### src/rtl/multicycle_control_fsm_if.sv
// rtl/multicycle_control_fsm_if.sv - IR fields, memory handshake and datapath control bundle
interface multicycle_control_fsm_if;
    logic [6:0] opcode;
    logic [2:0] funct3;
    logic [6:0] funct7;
    logic       Zero;
    logic       MemReady;
    logic       IorD;
    logic       MemRead;
    logic       MemWrite;
    logic       IRWrite;
    logic       PCWrite;
    logic       BranchTaken;
    logic       RegWrite;
    logic       MemToReg;
    logic       ALUSrc;
    logic [3:0] ALUctl;
    logic       InstrDone;
    logic       MemErr;
    logic       Halted;
    logic       Illegal;

    modport master (
        output opcode, funct3, funct7, Zero, MemReady,
        input  IorD, MemRead, MemWrite, IRWrite, PCWrite, BranchTaken, RegWrite,
               MemToReg, ALUSrc, ALUctl, InstrDone, MemErr, Halted, Illegal
    );

    modport slave (
        input  opcode, funct3, funct7, Zero, MemReady,
        output IorD, MemRead, MemWrite, IRWrite, PCWrite, BranchTaken, RegWrite,
               MemToReg, ALUSrc, ALUctl, InstrDone, MemErr, Halted, Illegal
    );
endinterface

### src/rtl/multicycle_control_fsm.sv
// rtl/multicycle_control_fsm.sv - multi-cycle RV32I sequencer, optional ILLEGAL_TRAP_EN trap on bad opcodes
module multicycle_control_fsm #(
    parameter int unsigned MEM_TIMEOUT = 16
) (
    input  logic                     clk,
    input  logic                     rst,
    multicycle_control_fsm_if.slave  bus
);
    typedef enum logic [2:0] {
        S_FETCH, S_DECODE, S_EXEC, S_MEM, S_WB, S_HALT
    } state_t;

    localparam logic [6:0] OP_R  = 7'b0110011;
    localparam logic [6:0] OP_I  = 7'b0010011;
    localparam logic [6:0] OP_LD = 7'b0000011;
    localparam logic [6:0] OP_ST = 7'b0100011;
    localparam logic [6:0] OP_BR = 7'b1100011;

    localparam logic [3:0] ALU_ADD = 4'b0010;
    localparam logic [3:0] ALU_SUB = 4'b0110;
    localparam logic [3:0] ALU_AND = 4'b0000;
    localparam logic [3:0] ALU_OR  = 4'b0001;
    localparam logic [3:0] ALU_SLT = 4'b0111;

    // Counter only ever holds MEM_TIMEOUT-1 before the halt decision is taken.
    localparam int unsigned   CW    = (MEM_TIMEOUT > 1) ? $clog2(MEM_TIMEOUT) : 1;
    localparam logic [CW-1:0] LIMIT = CW'(MEM_TIMEOUT - 1);

    state_t        state_q, state_d;
    logic [CW-1:0] cnt_q, cnt_d;
    logic          mem_err_q, mem_err_d;
    logic          illegal_q, illegal_d;

    logic       is_r, is_i, is_ld, is_st, is_br, legal;
    logic       mem_wait, timeout;
    logic [3:0] alu_ri;
    logic       unused_funct7;

    assign is_r  = (bus.opcode == OP_R);
    assign is_i  = (bus.opcode == OP_I);
    assign is_ld = (bus.opcode == OP_LD);
    assign is_st = (bus.opcode == OP_ST);
    assign is_br = (bus.opcode == OP_BR);
    assign legal = is_r | is_i | is_ld | is_st | is_br;
    assign unused_funct7 = ^{bus.funct7[6], bus.funct7[4:0]};

    assign mem_wait = ((state_q == S_FETCH) || (state_q == S_MEM)) && !bus.MemReady;
    assign timeout  = (MEM_TIMEOUT != 0) && mem_wait && (cnt_q == LIMIT);

    always_comb begin
        alu_ri = ALU_ADD;
        case (bus.funct3)
            3'b000:  alu_ri = (is_r && bus.funct7[5]) ? ALU_SUB : ALU_ADD;
            3'b111:  alu_ri = ALU_AND;
            3'b110:  alu_ri = ALU_OR;
            3'b010:  alu_ri = ALU_SLT;
            default: alu_ri = ALU_ADD;
        endcase
    end

    always_comb begin
        state_d         = state_q;
        cnt_d           = (mem_wait && !timeout) ? cnt_q + CW'(1) : '0;
        mem_err_d       = mem_err_q;
        illegal_d       = illegal_q;
        bus.IorD        = 1'b0;
        bus.MemRead     = 1'b0;
        bus.MemWrite    = 1'b0;
        bus.IRWrite     = 1'b0;
        bus.PCWrite     = 1'b0;
        bus.BranchTaken = 1'b0;
        bus.RegWrite    = 1'b0;
        bus.MemToReg    = 1'b0;
        bus.ALUSrc      = 1'b0;
        bus.ALUctl      = ALU_ADD;
        bus.InstrDone   = 1'b0;
        bus.Halted      = 1'b0;
        bus.MemErr      = mem_err_q;
        bus.Illegal     = illegal_q;

        case (state_q)
            S_FETCH: begin
                bus.MemRead = 1'b1;
                if (bus.MemReady) begin
                    bus.IRWrite = 1'b1;
                    bus.PCWrite = 1'b1;
                    state_d     = S_DECODE;
                end else if (timeout) begin
                    mem_err_d = 1'b1;
                    state_d   = S_HALT;
                end
            end
            S_DECODE: begin
                if (legal) begin
                    state_d = S_EXEC;
                end else begin
`ifdef ILLEGAL_TRAP_EN
                    illegal_d = 1'b1;
                    state_d   = S_HALT;
`else
                    state_d   = S_FETCH;
`endif
                end
            end
            S_EXEC: begin
                bus.ALUSrc = is_i | is_ld | is_st;
                if (is_r || is_i) bus.ALUctl = alu_ri;
                else if (is_br)   bus.ALUctl = ALU_SUB;
                if (is_br) begin
                    bus.BranchTaken = ((bus.funct3 == 3'b000) &&  bus.Zero) ||
                                      ((bus.funct3 == 3'b001) && !bus.Zero);
                    bus.InstrDone   = 1'b1;
                    state_d         = S_FETCH;
                end else if (is_ld || is_st) begin
                    state_d = S_MEM;
                end else begin
                    state_d = S_WB;
                end
            end
            S_MEM: begin
                bus.IorD     = 1'b1;
                bus.ALUSrc   = 1'b1;
                bus.MemRead  = is_ld;
                bus.MemWrite = is_st;
                if (bus.MemReady) begin
                    if (is_ld) begin
                        state_d = S_WB;
                    end else begin
                        bus.InstrDone = 1'b1;
                        state_d       = S_FETCH;
                    end
                end else if (timeout) begin
                    mem_err_d = 1'b1;
                    state_d   = S_HALT;
                end
            end
            S_WB: begin
                bus.RegWrite  = 1'b1;
                bus.MemToReg  = is_ld;
                bus.InstrDone = 1'b1;
                state_d       = S_FETCH;
            end
            S_HALT: begin
                bus.Halted = 1'b1;
            end
            default: begin
                state_d = S_HALT;
            end
        endcase

        // Reset masks everything so an aborted instruction never strobes a write.
        if (rst) begin
            bus.IorD        = 1'b0;
            bus.MemRead     = 1'b0;
            bus.MemWrite    = 1'b0;
            bus.IRWrite     = 1'b0;
            bus.PCWrite     = 1'b0;
            bus.BranchTaken = 1'b0;
            bus.RegWrite    = 1'b0;
            bus.MemToReg    = 1'b0;
            bus.ALUSrc      = 1'b0;
            bus.ALUctl      = ALU_ADD;
            bus.InstrDone   = 1'b0;
            bus.Halted      = 1'b0;
            bus.MemErr      = 1'b0;
            bus.Illegal     = 1'b0;
        end
    end

    always_ff @(posedge clk) begin
        if (rst) begin
            state_q   <= S_FETCH;
            cnt_q     <= '0;
            mem_err_q <= 1'b0;
            illegal_q <= 1'b0;
        end else begin
            state_q   <= state_d;
            cnt_q     <= cnt_d;
            mem_err_q <= mem_err_d;
            illegal_q <= illegal_d;
        end
    end
endmodule
### src/flat_wrapper.sv
// flat-port wrapper written by rule: the top's interface ports become plain ports
module multicycle_control_fsm_flat 
#(
    parameter int unsigned MEM_TIMEOUT = 16
)
  (clk, rst, bus_opcode, bus_funct3, bus_funct7, bus_Zero, bus_MemReady, bus_IorD, bus_MemRead, bus_MemWrite, bus_IRWrite, bus_PCWrite, bus_BranchTaken, bus_RegWrite, bus_MemToReg, bus_ALUSrc, bus_ALUctl, bus_InstrDone, bus_MemErr, bus_Halted, bus_Illegal);
  multicycle_control_fsm_if bus_i ();
  input  logic clk;
  input  logic rst;
  input wire logic [$bits(bus_i.opcode)-1:0] bus_opcode;
  input wire logic [$bits(bus_i.funct3)-1:0] bus_funct3;
  input wire logic [$bits(bus_i.funct7)-1:0] bus_funct7;
  input wire logic [$bits(bus_i.Zero)-1:0] bus_Zero;
  input wire logic [$bits(bus_i.MemReady)-1:0] bus_MemReady;
  output wire logic [$bits(bus_i.IorD)-1:0] bus_IorD;
  output wire logic [$bits(bus_i.MemRead)-1:0] bus_MemRead;
  output wire logic [$bits(bus_i.MemWrite)-1:0] bus_MemWrite;
  output wire logic [$bits(bus_i.IRWrite)-1:0] bus_IRWrite;
  output wire logic [$bits(bus_i.PCWrite)-1:0] bus_PCWrite;
  output wire logic [$bits(bus_i.BranchTaken)-1:0] bus_BranchTaken;
  output wire logic [$bits(bus_i.RegWrite)-1:0] bus_RegWrite;
  output wire logic [$bits(bus_i.MemToReg)-1:0] bus_MemToReg;
  output wire logic [$bits(bus_i.ALUSrc)-1:0] bus_ALUSrc;
  output wire logic [$bits(bus_i.ALUctl)-1:0] bus_ALUctl;
  output wire logic [$bits(bus_i.InstrDone)-1:0] bus_InstrDone;
  output wire logic [$bits(bus_i.MemErr)-1:0] bus_MemErr;
  output wire logic [$bits(bus_i.Halted)-1:0] bus_Halted;
  output wire logic [$bits(bus_i.Illegal)-1:0] bus_Illegal;
  assign bus_i.opcode = bus_opcode;
  assign bus_i.funct3 = bus_funct3;
  assign bus_i.funct7 = bus_funct7;
  assign bus_i.Zero = bus_Zero;
  assign bus_i.MemReady = bus_MemReady;
  assign bus_IorD = bus_i.IorD;
  assign bus_MemRead = bus_i.MemRead;
  assign bus_MemWrite = bus_i.MemWrite;
  assign bus_IRWrite = bus_i.IRWrite;
  assign bus_PCWrite = bus_i.PCWrite;
  assign bus_BranchTaken = bus_i.BranchTaken;
  assign bus_RegWrite = bus_i.RegWrite;
  assign bus_MemToReg = bus_i.MemToReg;
  assign bus_ALUSrc = bus_i.ALUSrc;
  assign bus_ALUctl = bus_i.ALUctl;
  assign bus_InstrDone = bus_i.InstrDone;
  assign bus_MemErr = bus_i.MemErr;
  assign bus_Halted = bus_i.Halted;
  assign bus_Illegal = bus_i.Illegal;
  multicycle_control_fsm #(.MEM_TIMEOUT(MEM_TIMEOUT)) u_core (.clk(clk), .rst(rst), .bus(bus_i));
endmodule
### config.mk
export PLATFORM = sky130hd
export DESIGN_NAME = multicycle_control_fsm_flat
export DESIGN_NICKNAME = d
export VERILOG_FILES = /design/src/rtl/multicycle_control_fsm_if.sv /design/src/rtl/multicycle_control_fsm.sv /design/src/flat_wrapper.sv
export SDC_FILE = /design/constraint.sdc
export NUM_CORES = 1
export LEC_CHECK = 0
export ABC_AREA = 1
export BUFFER_PORTS_ARGS = -buffer_cell sky130_fd_sc_hd__buf_2
export CAP_MARGIN = 20
export CORE_MARGIN = 2
export CORE_UTILIZATION = 39
export DETAILED_ROUTE_END_ITERATION = 10
export HOLD_SLACK_MARGIN = 0.08
export PLACE_DENSITY = 0.8
export REMOVE_ABC_BUFFERS = 1
export SLEW_MARGIN = 20
export SYNTH_ARGS = -nofsm -noshare
export SYNTH_HDL_FRONTEND = slang
export SYNTH_SLANG_ARGS = --single-unit
### constraint.sdc
create_clock -name clk -period 1.2 [get_ports clk]
set_input_delay 0.24 -clock clk [delete_from_list [all_inputs] [get_ports clk]]
set_output_delay 0.24 -clock clk [all_outputs]
set_load 0.1 [all_outputs]
==> flow_summary.json <==
{
  "crit_fanout": 3,
  "use_met2_pct": 54.5,
  "grt_util_met3_pct": 3.46,
  "diodes": 0,
  "worstPathRequired_ps": 960,
  "final_util_pct": 90.5,
  "regArea_um2": 191,
  "fin_skew_ps": 4.28,
  "htreeDepth": 1,
  "rsz0062_at_grt": "true",
  "ys_types": 24,
  "vias_per_cell": 5.38,
  "netlist_instances": 124,
  "crit_chain": "buf_6 -> nand2_2 -> inv_4 -> nand2_1 -> o21a_1 -> nor2_2 -> buf_12",
  "p_sw_mw": 0.382,
  "power.internal_mw": 0.587,
  "finalSetupTns_ps": -8070,
  "final_nets": 209,
  "yosysWarnings": 0,
  "ys_ff_latch": 9,
  "swShare_pct": 39.4,
  "first_global_vias": 1062,
  "fp.dieH_um": 46.9,
  "worstSkewPairLatency_ps": 260,
  "hold_start": "rst",
  "min_to": "u_core.mem_err_q",
  "cts_tree": "built",
  "endpoint_kind": "output pin",
  "grt_max_degree": 9,
  "drive_gt1_share_pct": 57.5,
  "globalRouteMet1Util_pct": 27.4,
  "r2r_end": "u_core.state_q[2]",
  "holdPathStages": 3,
  "r2r-start": "u_core.state_q[1]",
  "fp.coreArea_um2": 1730,
  "grt_pass1_wl_um": 4350,
  "status": "finished, violations left",
  "cap_violations": 0,
  "multi_input_area_um2": 573,
  "violations": "setup timing",
  "synth_area_leaders": "dfxtp_1 (25%), nand2_1 (14%), inv_1 (14%)",
  "synth_top_area_share_pct": 25.1,
  "critical-path-top-delay-family": "buffers and inverters",
  "top_usage_layer": "met2",
  "fillers": 76,
  "hold_buffers": 0,
  "cts-root-buf": "clkbuf_4",
  "worst_slack_ps": -610,
  "synthArstFlopShare_pct": 0,
  "crit_arrival_ps": 1570,
  "slew_violations": 0,
  "setup-violations-final": 22,
  "die_w_um": 46.9,
  "p_leak_nw": 0.781,
  "synth_area_um2": 718,
  "p_seq_share_pct": 33.5,
  "grt_usage_pct": 27.7,
  "pwr-share-clk_pct": 24.8,
  "fmax_mhz": 552,
  "initial_core_util_pct": 41.6,
  "post-dp-hpwl_um": 1900,
  "clk_pin_slew_worst_paths_ps": 70,
  "place_congestion": 0.935,
  "hp-class": "input pin to flop",
  "min_period_ps": 1810,
  "port_buffers": 30,
  "pwr_density_cell_nw_per_um2": 620,
  "pwr-share-comb_pct": 41.7,
  "grt-ovfl-total": 0,
  "drc": 0,
  "avgRoutedWirePerCell_um": 16.0,
  "wl_um": 3380,
  "slowest_delay_ps": 360,
  "crit_type": "flop to output pin",
  "path_buf_inv": 3,
  "drtIter0Drc": 53,
  "fin_crit_sh_pct": 151,
  "ys_seq_area_share_pct": 25.1,
  "antenna_found_initial": 0,
  "drt_pass1_iterations": 4,
  "ir_drop_uv": 901,
  "r2r_cells": 11,
  "ios": 38,
  "rrSetupSlack_ps": -230,
  "synth-edff-count": 0,
  "final_hold_viol_count": 0,
  "row_count": 15,
  "clock_tree.buffer_depth": 2,
  "avgSynthCellArea_um2": 5.79,
  "synth-main-ff-cell": "dfxtp_1",
  "numCtsBuffers": 3,
  "cp-start-kind": "flop",
  "clkSinkCount": 9,
  "crit_slowest_cell": "dfxtp_2",
  "synth_top_cell_by_area": "dfxtp_1",
  "syn2layout_area_growth_pct": 118,
  "ant_nets": 0,
  "die-area_um2": 2200,
  "vias": 1135
}
-- kinds of logic after synthesis --
kind of cell    Yosys count  share of synthesized area [%]
buf+inv                  30                           16.9
other cells               1                          0.522
fa+ha+maj                 1                           1.74
flops                     9                           25.1
simple gates             73                           45.3
compound gates            8                           8.01
xor+xnor                  2                           2.44
-- area by class of cell --
cell class | instances | area share [%]
Tap cell | 25 | 2.00
Timing Repair Buffer | 61 | 40.4
Sequential cell | 9 | 12.2
Clock buffer | 3 | 1.44
Clock inverter | 1 | 0.320
Multi-Input combinational cell | 85 | 36.7
Inverter | 27 | 6.97
-- worst max path at each step --
stage / from / endpoint / slack (ps) / cells past startpoint
global placement: bus_opcode[2] / bus_ALUctl[0] / -380 / 10
detailed placement: bus_opcode[3] / bus_ALUctl[0] / -410 / 10
floorplan: u_core.state_q[0] / bus_IRWrite / -3650 / 3
finish: u_core.state_q[1] / bus_MemRead / -610 / 7
CTS: u_core.state_q[1] / bus_BranchTaken / -600 / 6
global route: u_core.state_q[2] / bus_BranchTaken / -640 / 5
-- routing by layer --
metal	routed length [um]	share of wire (%)
met5	0	0
met4	189	5.6
met3	213	6.3
met2	1820	54
met1	1150	34
-- registers in the layout (all words and copies together), names as in the netlist --
register          count
u_core.cnt_q          4
u_core.state_q        3
u_core.illegal_d      1
u_core.mem_err_q      1
-- placed cells by master, fill, tap and decap left out, types with 4 or more instances in the layout --
cell,n
nand2_4,4
buf_2,14
nor3_2,5
nand2_1,21
inv_2,6
buf_6,4
buf_4,28
inv_1,18
nor2_4,5
nand3_1,10
nand2_2,4
dfxtp_1,4
buf_12,14
nor2_1,12
-- Yosys cell counts (all sizes together) (2+ instances only) --
cell and instances:
nand2 29, inv 26, nor2 20, nand3 13, dfxtp 9, nor3 6, buf 3, nand4 3
a21oi 2, o211ai 2
-- power groups by stage --
stage / logic (mW) / registers, mW / clock network [mW]
final: 0.404 / 0.324 / 0.241
after global routing: 0.420 / 0.324 / 0.262
after CTS: 0.339 / 0.323 / 0.249
after detailed placement: 0.309 / 0.324 / 0
after global placement: 0.300 / 0.323 / 0
after floorplan: 0.171 / 0.323 / 0
-- worst register-to-register path, stage by stage, from the launching register on --
cell and delay, ps:
dfxtp_2 360, buf_6 120, nand2_2 70, inv_4 90, buf_4 110, buf_4 110, nand2_4 50, nand2_4 80
nand2_4 70, nand2_2 80, nand3_2 60, a21oi_1 140
-- through the flow --
step / instance area (um2) / cells / setup slack [ps] / power (mW) / hold slack, ps
after floorplan: 698 / 121 / -3650 / 0.494 / 309
after global placement: 1270 / 198 / -377 / 0.623 / 428
after detailed placement: 1270 / 198 / -410 / 0.633 / 443
after CTS: 1470 / 207 / -605 / 0.911 / 398
after global routing: 1560 / 211 / -644 / 1.01 / 411
final: 1560 / 211 / -610 / 0.969 / 418
-- what timing repair did --
action | 4_1_cts | 5_1_grt
gates resized for setup | 42 | 20
pin swaps | 12 | 12
setup endpoints to repair | 23 | 24
buffers inserted | 5 | 4
Note: power is estimated with default switching activity, not from simulation.
